**src/rtl/stage4_accum_part_pkg.sv**
```systemverilog
// Shared widths and output range limits for the stage-4 trapezoid accumulator.
package stage4_pkg;
   localparam int D_W    = 26;
   localparam int M_W    = 16;
   localparam int P_W    = 40;
   localparam int R_W    = 44;
   localparam int S_W    = 56;
   localparam int SH_W   = 5;
   localparam int WARMUP = 32;

   localparam logic signed [D_W-1:0] D_MAX = {1'b0, {(D_W-1){1'b1}}};
   localparam logic signed [D_W-1:0] D_MIN = {1'b1, {(D_W-1){1'b0}}};
endpackage

```
**src/rtl/stage4_accum_part_if.sv**
```systemverilog
// Sample bus between the stage-3 comb, the stage-4 accumulator and its consumer.
interface stage4_accum_part_if;
   import stage4_pkg::*;

   logic signed [D_W-1:0]  DATAIN;
   logic        [M_W-1:0]  M_COEF;
   logic        [SH_W-1:0] SHIFT;
   logic signed [D_W-1:0]  DATAOUT;
   logic                   DATAOUT_VALID;
   logic                   OVF;

   modport master (
      output DATAIN, M_COEF, SHIFT,
      input  DATAOUT, DATAOUT_VALID, OVF
   );

   modport slave (
      input  DATAIN, M_COEF, SHIFT,
      output DATAOUT, DATAOUT_VALID, OVF
   );
endinterface

```
**src/rtl/stage4_accum_part_fit.sv**
```systemverilog
// Normalizing shift and range fit of the second accumulator onto the output width.
// Build with STAGE4_SAT_EN defined to clamp out-of-range values instead of wrapping.
module stage4_fit
   import stage4_pkg::*;
(
   input  logic signed [S_W-1:0]  s_val,
   input  logic        [SH_W-1:0] shift,
   output logic signed [D_W-1:0]  fitted,
   output logic                   ovf_hit
);
   localparam logic signed [S_W-1:0] HI = S_W'(D_MAX);
   localparam logic signed [S_W-1:0] LO = S_W'(D_MIN);

   logic signed [S_W-1:0] shifted;

   always_comb begin
      shifted = s_val >>> shift;
      ovf_hit = (shifted > HI) || (shifted < LO);
      fitted  = shifted[D_W-1:0];
`ifdef STAGE4_SAT_EN
      if (ovf_hit) begin
         fitted = shifted[S_W-1] ? D_MIN : D_MAX;
      end
`endif
   end
endmodule

```
**src/rtl/stage4_accum_part.sv**
```systemverilog
// Pole-zero corrected double accumulator producing the shaped trapezoid output.
// Optional clamp on overflow via STAGE4_SAT_EN (see stage4_fit); default build wraps.
module stage4_accum_part
   import stage4_pkg::*;
(
   input  logic               SYS_CLK,
   input  logic               RESET_N,
   input  logic               CLR,
   stage4_accum_part_if.slave bus
);
   localparam int CNT_W = $clog2(WARMUP + 1);
   localparam int PR_W  = D_W + M_W + 1;

   logic signed [P_W-1:0]  p_reg;
   logic signed [D_W-1:0]  d1_reg;
   logic signed [R_W-1:0]  r_reg;
   logic signed [S_W-1:0]  s_reg;
   logic        [CNT_W-1:0] cnt_reg;

   logic signed [PR_W-1:0] prod;
   logic signed [D_W-1:0]  fit_val;
   logic                   ovf_hit;

   // M is unsigned, so it gets a zero sign bit before the signed multiply
   assign prod = PR_W'(d1_reg) * PR_W'($signed({1'b0, bus.M_COEF}));

   stage4_fit u_fit (
      .s_val   (s_reg),
      .shift   (bus.SHIFT),
      .fitted  (fit_val),
      .ovf_hit (ovf_hit)
   );

   always_ff @(posedge SYS_CLK or negedge RESET_N) begin
      if (!RESET_N) begin
         p_reg             <= '0;
         d1_reg            <= '0;
         r_reg             <= '0;
         s_reg             <= '0;
         cnt_reg           <= '0;
         bus.DATAOUT       <= '0;
         bus.DATAOUT_VALID <= 1'b0;
         bus.OVF           <= 1'b0;
      end else if (CLR) begin
         p_reg             <= '0;
         d1_reg            <= '0;
         r_reg             <= '0;
         s_reg             <= '0;
         cnt_reg           <= '0;
         bus.DATAOUT       <= '0;
         bus.DATAOUT_VALID <= 1'b0;
         bus.OVF           <= 1'b0;
      end else begin
         d1_reg      <= bus.DATAIN;
         p_reg       <= p_reg + P_W'(bus.DATAIN);
         r_reg       <= R_W'(p_reg) + R_W'(prod);
         s_reg       <= s_reg + S_W'(r_reg);
         bus.DATAOUT <= fit_val;
         if (ovf_hit) begin
            bus.OVF <= 1'b1;
         end
         // counter saturates at WARMUP; valid rises on the WARMUP-th edge
         if (cnt_reg < CNT_W'(WARMUP)) begin
            cnt_reg <= cnt_reg + 1'b1;
         end
         if (cnt_reg == CNT_W'(WARMUP - 1)) begin
            bus.DATAOUT_VALID <= 1'b1;
         end
      end
   end
endmodule

```
**src/flat_wrapper.sv**
```systemverilog
// flat-port wrapper written by rule: the top's interface ports become plain ports
module stage4_accum_part_flat import stage4_pkg::*;
  (SYS_CLK, RESET_N, CLR, bus_DATAIN, bus_M_COEF, bus_SHIFT, bus_DATAOUT, bus_DATAOUT_VALID, bus_OVF);
  stage4_accum_part_if bus_i ();
  input  logic SYS_CLK;
  input  logic RESET_N;
  input  logic CLR;
  input wire logic [$bits(bus_i.DATAIN)-1:0] bus_DATAIN;
  input wire logic [$bits(bus_i.M_COEF)-1:0] bus_M_COEF;
  input wire logic [$bits(bus_i.SHIFT)-1:0] bus_SHIFT;
  output wire logic [$bits(bus_i.DATAOUT)-1:0] bus_DATAOUT;
  output wire logic [$bits(bus_i.DATAOUT_VALID)-1:0] bus_DATAOUT_VALID;
  output wire logic [$bits(bus_i.OVF)-1:0] bus_OVF;
  assign bus_i.DATAIN = bus_DATAIN;
  assign bus_i.M_COEF = bus_M_COEF;
  assign bus_i.SHIFT = bus_SHIFT;
  assign bus_DATAOUT = bus_i.DATAOUT;
  assign bus_DATAOUT_VALID = bus_i.DATAOUT_VALID;
  assign bus_OVF = bus_i.OVF;
  stage4_accum_part u_core (.SYS_CLK(SYS_CLK), .RESET_N(RESET_N), .CLR(CLR), .bus(bus_i));
endmodule
```
**config.mk**
```make
export PLATFORM = sky130hd
export DESIGN_NAME = stage4_accum_part_flat
export DESIGN_NICKNAME = d
export VERILOG_FILES = /design/src/rtl/stage4_accum_part_pkg.sv /design/src/rtl/stage4_accum_part_if.sv /design/src/rtl/stage4_accum_part_fit.sv /design/src/rtl/stage4_accum_part.sv /design/src/flat_wrapper.sv
export SDC_FILE = /design/constraint.sdc
export NUM_CORES = 2
export LEC_CHECK = 0
export ABC_AREA = 0
export CAP_MARGIN = 20
export CORE_UTILIZATION = 40
export DETAILED_ROUTE_END_ITERATION = 8
export GPL_TIMING_DRIVEN = 0
export HOLD_SLACK_MARGIN = 0.06
export PLACE_DENSITY_LB_ADDON = 0.25
export SYNTH_ARGS = -nofsm -noshare
export SYNTH_HDL_FRONTEND = slang
export SYNTH_SLANG_ARGS = --single-unit
```
**constraint.sdc**
```tcl
create_clock -name SYS_CLK -period 8.9 [get_ports SYS_CLK]
set_clock_uncertainty 0.1 [all_clocks]
set_input_delay 1.335 -clock SYS_CLK [delete_from_list [all_inputs] [get_ports SYS_CLK]]
set_output_delay 1.335 -clock SYS_CLK [all_outputs]
set_load 0.05 [all_outputs]
```
After elaboration in Yosys (flattened, before gate mapping)
Index checks and enable logic that the tools add are counted.

Register bits: 200. Bits of input ports: 50. Output and inout port bits: 28. Logic and storage cells: 33.

Add/subtract/negate cells: 4. Multiply operators: 1. Order comparisons: 3. Eq/ne operators: 1. Shifts and indexed selects: 1. Multiplexer cells: 11. Reduce and logical (&&, ||, !) cells: 4.

Operator list (number): 56-bit by 44-bit adder with 56-bit output (1); 56-bit by 26-bit greater-than comparator with 1-bit output, second input constant (1); 56-bit by 26-bit < comparator with 1-bit output, second input constant (1); 56-bit two-way mux (1); 56-bit by 5-bit >>> shifter with 56-bit output (1); 26-bit two-way mux (2); 40-bit by 43-bit adder with 44-bit output (1); 44-bit two-way mux (1); 26-bit by 17-bit multiplier with 43-bit output (1); 40-bit by 26-bit adder with 40-bit output (1); 40-bit two-way mux (1); 6-bit two-way mux (2); 6-bit by 1-bit adder with 6-bit output, second input constant (1); 6-bit by 5-bit == test with 1-bit output, second input constant (1); 6-bit < comparator, second input constant (1); 2-bit nonzero test (3); 1-bit two-way mux (4); 1-bit logical OR (1).

Longest topological paths before layout
Word-level depth: 5. Mapped depth: 25. Depth with buffers taken out: 22.

Modules after synthesis
Synthesis repeated with hierarchy kept, for this count alone.

Cell total of the unflattened synthesis: 3611. Area total of the unflattened synthesis: 32419.8 sq um.

By module, submodules not included: stage4_accum_part (times used 1, cells an instance 3134, area an instance 28489.8 sq um, seq. area each 5004.8 sq um); stage4_fit (times used 1, cells an instance 477, area an instance 3930.0 sq um, seq. area each 0.0 sq um).

Least setup slack after synthesis
Ideal clock, no wire load.

Path type: in2reg. Start: input bus_M_COEF[10]. End: register u_core.r_reg[40]. Setup time: 0.125 ns. Arrival: 7.242 ns. Data required time: 8.675 ns. Setup slack: 1.433 ns. Cell stages on the path: 24. Path buffers: 2. Cells stage by stage: clkbuf_1 -> clkbuf_1 -> nand2_1 -> fa_1 -> inv_1 -> fa_1 -> inv_1 -> fa_1 -> inv_1 -> fa_1 -> fa_1 -> inv_1 -> fa_1 -> inv_1 -> ha_1 -> a21o_1 -> a21oi_1 -> nand3b_1 -> o221ai_2 -> a311o_1 -> and3b_1 -> nor3b_2 -> o41ai_1 -> mux2_2.

Longest elaborated chain between the ends: 3.

Ends and longest elaborated chain: start: declaration (line flat_wrapper.sv:9) `input wire logic [$bits(bus_i.M_COEF)-1:0] bus_M_COEF;`; 26-bit by 17-bit multiplier with 43-bit output (line stage4_accum_part.sv:25) `assign prod = PR_W'(d1_reg) * PR_W'($signed({1'b0, bus.M_COEF}));`; 40-bit by 43-bit adder with 44-bit output (line stage4_accum_part.sv:56) `r_reg <= R_W'(p_reg) + R_W'(prod);`; 44-bit two-way mux (line stage4_accum_part.sv:44) `end else if (CLR) begin`; end signal: assignment (line stage4_accum_part.sv:56); end: declaration (line stage4_accum_part.sv:16) `logic signed [R_W-1:0] r_reg;`.

Every way passes these cells. A chain may end at the register's enable or synchronous reset.

Worst setup path after layout
Start: input bus_M_COEF[5]. End: register u_core.r_reg[43].

Same word-level chain as after synthesis.

==> impl_metrics.xml <==
<?xml version="1.0" encoding="UTF-8"?>
<metrics>
  <group name="critical_path">
    <metric name="worst_ep_arrival_time" unit="ns">8.90</metric>
    <metric name="timing.critical_path.from_type" unit="">input port</metric>
    <metric name="regToRegSetupSlack" unit="ns">1.42</metric>
    <metric name="crit_slowest_cell" unit="">clkdlybuf4s50_1</metric>
    <metric name="crit_start" unit="">bus_M_COEF[5]</metric>
    <metric name="setup.worst_path.end" unit="">u_core.r_reg[43]$_DFF_PN0_</metric>
    <metric name="cp_common_cell" unit="">fa_1</metric>
    <metric name="category_of_cells_accounting_for_the_largest_share_of_critical_path_delay" unit="">adder cells</metric>
    <metric name="cpPeakStageDelay" unit="ns">0.84</metric>
    <metric name="timing.rr.end" unit="">u_core.r_reg[43]$_DFF_PN0_</metric>
    <metric name="r2r_start" unit="">u_core.d1_reg[8]$_DFF_PN0_</metric>
    <metric name="critical_path.n_buffers_inverters" unit="">7</metric>
    <metric name="timing.reg2reg.worst_path_depth" unit="">22</metric>
    <metric name="critical_path_required" unit="ns">9.21</metric>
    <metric name="worstPathCellList" unit="">clkdlybuf4s50_1 -&gt; clkbuf_1 -&gt; and2_1 -&gt; fa_1 -&gt; inv_1 -&gt; fa_1 -&gt; fa_1 -&gt; inv_1 -&gt; fa_1 -&gt; fa_1 -&gt; inv_1 -&gt; fa_1 -&gt; inv_1 -&gt; ha_1 -&gt; clkbuf_1 -&gt; nand4_1 -&gt; or2_2 -&gt; o2bb2ai_1 -&gt; nor4b_4 -&gt; o21ai_1 -&gt; a21oi_1 -&gt; mux2_2</metric>
    <metric name="critical_path_class" unit="">input port to flop</metric>
    <metric name="path_max_fanout" unit="">10</metric>
    <metric name="timing.critical_path.to_type" unit="">flop</metric>
    <metric name="path_depth" unit="">22</metric>
  </group>
  <group name="cts">
    <metric name="clk-insertion-delay-late" unit="ns">0.53</metric>
    <metric name="cts.path.max_buffers" unit="">2</metric>
    <metric name="cts_inserted_buffers" unit="">17</metric>
    <metric name="cts.htree.levels" unit="">4</metric>
    <metric name="cts_tree" unit="">done</metric>
    <metric name="clk_pin_slew_worst_paths" unit="ns">0.09</metric>
    <metric name="cts_root_buffer" unit="">clkbuf_16</metric>
    <metric name="hold_buffers" unit="">0</metric>
    <metric name="cts_sinks" unit="">200</metric>
  </group>
  <group name="timing">
    <metric name="worst_hold_slack" unit="ns">0.4187</metric>
    <metric name="slew-limit-headroom" unit="">0.2760</metric>
    <metric name="maxClockFrequency" unit="MHz">116.4</metric>
    <metric name="rsz0062_at_grt" unit="">false</metric>
    <metric name="period_needed" unit="ns">8.589</metric>
    <metric name="timing_max_transition_violations_final" unit="">0</metric>
    <metric name="fin_crit_sh" unit="">0.9650</metric>
    <metric name="final-hold-violation-count" unit="">0</metric>
    <metric name="setup-violations-final" unit="">0</metric>
    <metric name="setup_slack" unit="ns">0.3113</metric>
    <metric name="tightestPinTransition" unit="ns">1.072</metric>
  </group>
  <group name="synth">
    <metric name="ys.flop_type" unit="">dfrtp_1</metric>
    <metric name="syn-num-nets" unit="">4228</metric>
    <metric name="seq_cells_post_synth" unit="">200</metric>
    <metric name="netlist-cell-type-count" unit="">80</metric>
    <metric name="area_share_of_the_leading_cell_type_in_the_synthesized_netlist" unit="">0.2936</metric>
    <metric name="top_cells_by_area_in_the_synthesized_netlist" unit="">fa_1, dfrtp_1, ha_1, inv_1, and2_1</metric>
    <metric name="synthesis.yosys.warnings" unit="">0</metric>
    <metric name="synthCells" unit="">3516</metric>
    <metric name="yosysMostFrequentCell" unit="">inv_1</metric>
    <metric name="syn-mean-instance-area" unit="µm²">8.921</metric>
    <metric name="synth-seq-area-share" unit="">0.1596</metric>
    <metric name="synth.cells.most_frequent" unit="">inv_1, fa_1, nand2_1</metric>
    <metric name="synth-async-reset-ratio" unit="">1.000</metric>
    <metric name="mappedNetlistArea" unit="mm²">0.03137</metric>
    <metric name="yosys.area.top_type" unit="">fa_1</metric>
    <metric name="number_of_flops_mapped_to_enable_cells_by_yosys" unit="">0</metric>
  </group>
  <group name="floorplanning">
    <metric name="die_h" unit="µm">282.0</metric>
    <metric name="placeableCoreArea" unit="mm²">0.07747</metric>
    <metric name="initial_core_util" unit="">0.4049</metric>
    <metric name="core.rowCount" unit="">102</metric>
    <metric name="top_level_ports" unit="">78</metric>
    <metric name="horizontal_extent_of_the_die" unit="µm">282.0</metric>
    <metric name="fp.dieArea" unit="mm²">0.07954</metric>
  </group>
  <group name="routing">
    <metric name="routed_wl" unit="mm">86.14</metric>
    <metric name="detailedRoute.firstIterationViolations" unit="">1430</metric>
    <metric name="post_detailed_route_via_to_cell_ratio" unit="">5.145</metric>
    <metric name="detail_route.wl_per_cell" unit="µm">18.48</metric>
    <metric name="routed_via_count" unit="">23990</metric>
    <metric name="drc" unit="">0</metric>
    <metric name="drtPass1Iterations" unit="">7</metric>
    <metric name="antenna_left" unit="">0</metric>
  </group>
  <group name="finish">
    <metric name="multi_input_comb_area" unit="mm²">0.02334</metric>
    <metric name="final_layout_size_suffix_gt1_frac" unit="">0.04335</metric>
    <metric name="register_area" unit="mm²">0.005005</metric>
    <metric name="layout.filler_cells" unit="">7674</metric>
    <metric name="nNetsFinal" unit="">4321</metric>
    <metric name="largest_register_ff_count" unit="">56</metric>
    <metric name="layout-area-overhead-vs-synth" unit="%">8.787</metric>
    <metric name="finalNonFillerCells" unit="">4662</metric>
    <metric name="final_core_utilization" unit="">0.4405</metric>
    <metric name="antennaDiodeCount" unit="">0</metric>
  </group>
  <group name="global_routing">
    <metric name="busiest_layer" unit="">met2</metric>
    <metric name="grt_pass1_vias" unit="">24940</metric>
    <metric name="global_route.usage.met1" unit="">0.3053</metric>
    <metric name="largest_net_degree_at_the_start_of_global_routing" unit="">105</metric>
    <metric name="groute.usage.overall" unit="">0.2263</metric>
    <metric name="grt_antenna_before_repair" unit="">0</metric>
    <metric name="grt_util_met3" unit="">0.03502</metric>
    <metric name="grt_util_met2" unit="">0.3703</metric>
    <metric name="first_pass_grt_wire_length" unit="mm">138.1</metric>
    <metric name="total_congestion_overflow_after_global_routing" unit="">0</metric>
  </group>
  <group name="pwr">
    <metric name="p_per_area" unit="mW/mm²">396.7</metric>
    <metric name="vdd_ir_drop_max" unit="mV">0.2721</metric>
    <metric name="power.total" unit="µW">13540</metric>
    <metric name="power.leakage" unit="µW">0.01693</metric>
  </group>
  <group name="placement">
    <metric name="port-buffer-count" unit="">72</metric>
    <metric name="place_worst_setup_slack" unit="ns">-0.4056</metric>
    <metric name="placedCellCount" unit="">4630</metric>
    <metric name="dp.final_hpwl" unit="mm">72.41</metric>
    <metric name="gpl.final_weighted_congestion" unit="">0.9136</metric>
  </group>
  <group name="run">
    <metric name="maxCapViolations" unit="">0</metric>
  </group>
  <group name="hold_path">
    <metric name="timing.hold.worst.class" unit="">flop to flop</metric>
  </group>
  <group name="run_status">
    <metric name="status" unit="">complete, no violations</metric>
  </group>
</metrics>
## per-layer routing
metal  up-vias  wire (µm)
li1      11420          -
met1     11860      39350
met2       602      39700
met3       100       4494
met4         0       2596
met5         -          0
## worst reg2reg max path, cell delays in order (launching register included)
cell	delay (ns)
dfrtp_1	0.59
clkbuf_1	0.51
and2_1	0.23
fa_1	0.42
inv_1	0.09
fa_1	0.42
fa_1	0.55
inv_1	0.07
fa_1	0.48
fa_1	0.55
inv_1	0.06
fa_1	0.52
inv_1	0.04
ha_1	0.26
clkbuf_1	0.26
a31oi_1	0.19
a211oi_1	0.24
a21oi_1	0.11
o2bb2ai_1	0.45
nor4b_4	0.50
o21ai_1	0.19
a21oi_1	0.20
mux2_2	0.36
## stage by stage
stage,area [µm²],TNS [ns]
finish,34120,0
global route,34120,0
CTS,34110,0
detailed placement,33440,-1.727
global placement,33390,-470.71
floorplan,31370,0
## logic make-up after synthesis
| kind of cell | count (synthesis) | share of synthesized area |
|---|---|---|
| mux | 129 | 0.06027 |
| compound gates | 540 | 0.1110 |
| fa+ha+maj | 662 | 0.3742 |
| buf+inv | 797 | 0.09673 |
| flops | 200 | 0.1596 |
| xor+xnor | 101 | 0.02820 |
| simple gates | 1087 | 0.1701 |
## layout by cell type (no fill, tap or decap), types with 9 or more instances in the layout
cell type,n
clkbuf_16,17
xnor2_1,59
nor2_1,226
buf_1,10
clkbuf_1,117
o211ai_1,11
o21ai_0,88
a31oi_1,32
a211oi_1,34
a21oi_1,160
nand3_1,34
nand4_1,20
mux4_2,45
inv_1,645
ha_1,202
o21bai_1,20
a21o_1,93
nand2_1,342
xor2_1,42
nor3_1,47
and2_1,260
mux2i_1,55
nor2b_1,69
buf_2,14
clkdlybuf4s50_1,71
dfrtp_1,200
fa_1,460
o21a_1,18
nor4_1,9
mux2_2,29
and3_1,18
nand2b_1,18
## report_power, final
group	switching, µW	total [µW]	internal [µW]
sequential	285	1540	1260
clock	503	914	411
combinational	6430	11100	4650
total	7220	13500	6320
## area by class of cell
type / instances / area share
multi-input combinational: 2519 / 0.6839
sequential: 200 / 0.1467
inverter: 646 / 0.07106
tap: 1040 / 0.03813
timing repair buffer: 74 / 0.02251
buffer: 151 / 0.01800
clock buffer: 17 / 0.01247
clock inverter: 15 / 0.007260
## what timing repair did
item	in CTS	in global routing
setup buffers	0	0
gates resized for setup	0	5
setup endpoints to repair	0	3
## how the worst min path moves through the flow
stage,startpoint,to,cells after the start
after detailed placement,u_core.bus.DATAOUT_VALID$_DFFE_PN0P_,u_core.bus.DATAOUT_VALID$_DFFE_PN0P_,2
final,u_core.bus.DATAOUT_VALID$_DFFE_PN0P_,u_core.bus.DATAOUT_VALID$_DFFE_PN0P_,2
after floorplan,u_core.cnt_reg[1]$_DFFE_PN0P_,u_core.cnt_reg[1]$_DFFE_PN0P_,2
after global placement,u_core.bus.DATAOUT_VALID$_DFFE_PN0P_,u_core.bus.DATAOUT_VALID$_DFFE_PN0P_,2
after global routing,u_core.bus.DATAOUT_VALID$_DFFE_PN0P_,u_core.bus.DATAOUT_VALID$_DFFE_PN0P_,2
after CTS,u_core.bus.DATAOUT_VALID$_DFFE_PN0P_,u_core.bus.DATAOUT_VALID$_DFFE_PN0P_,2
No activity file was read; power rests on OpenSTA's default activity.
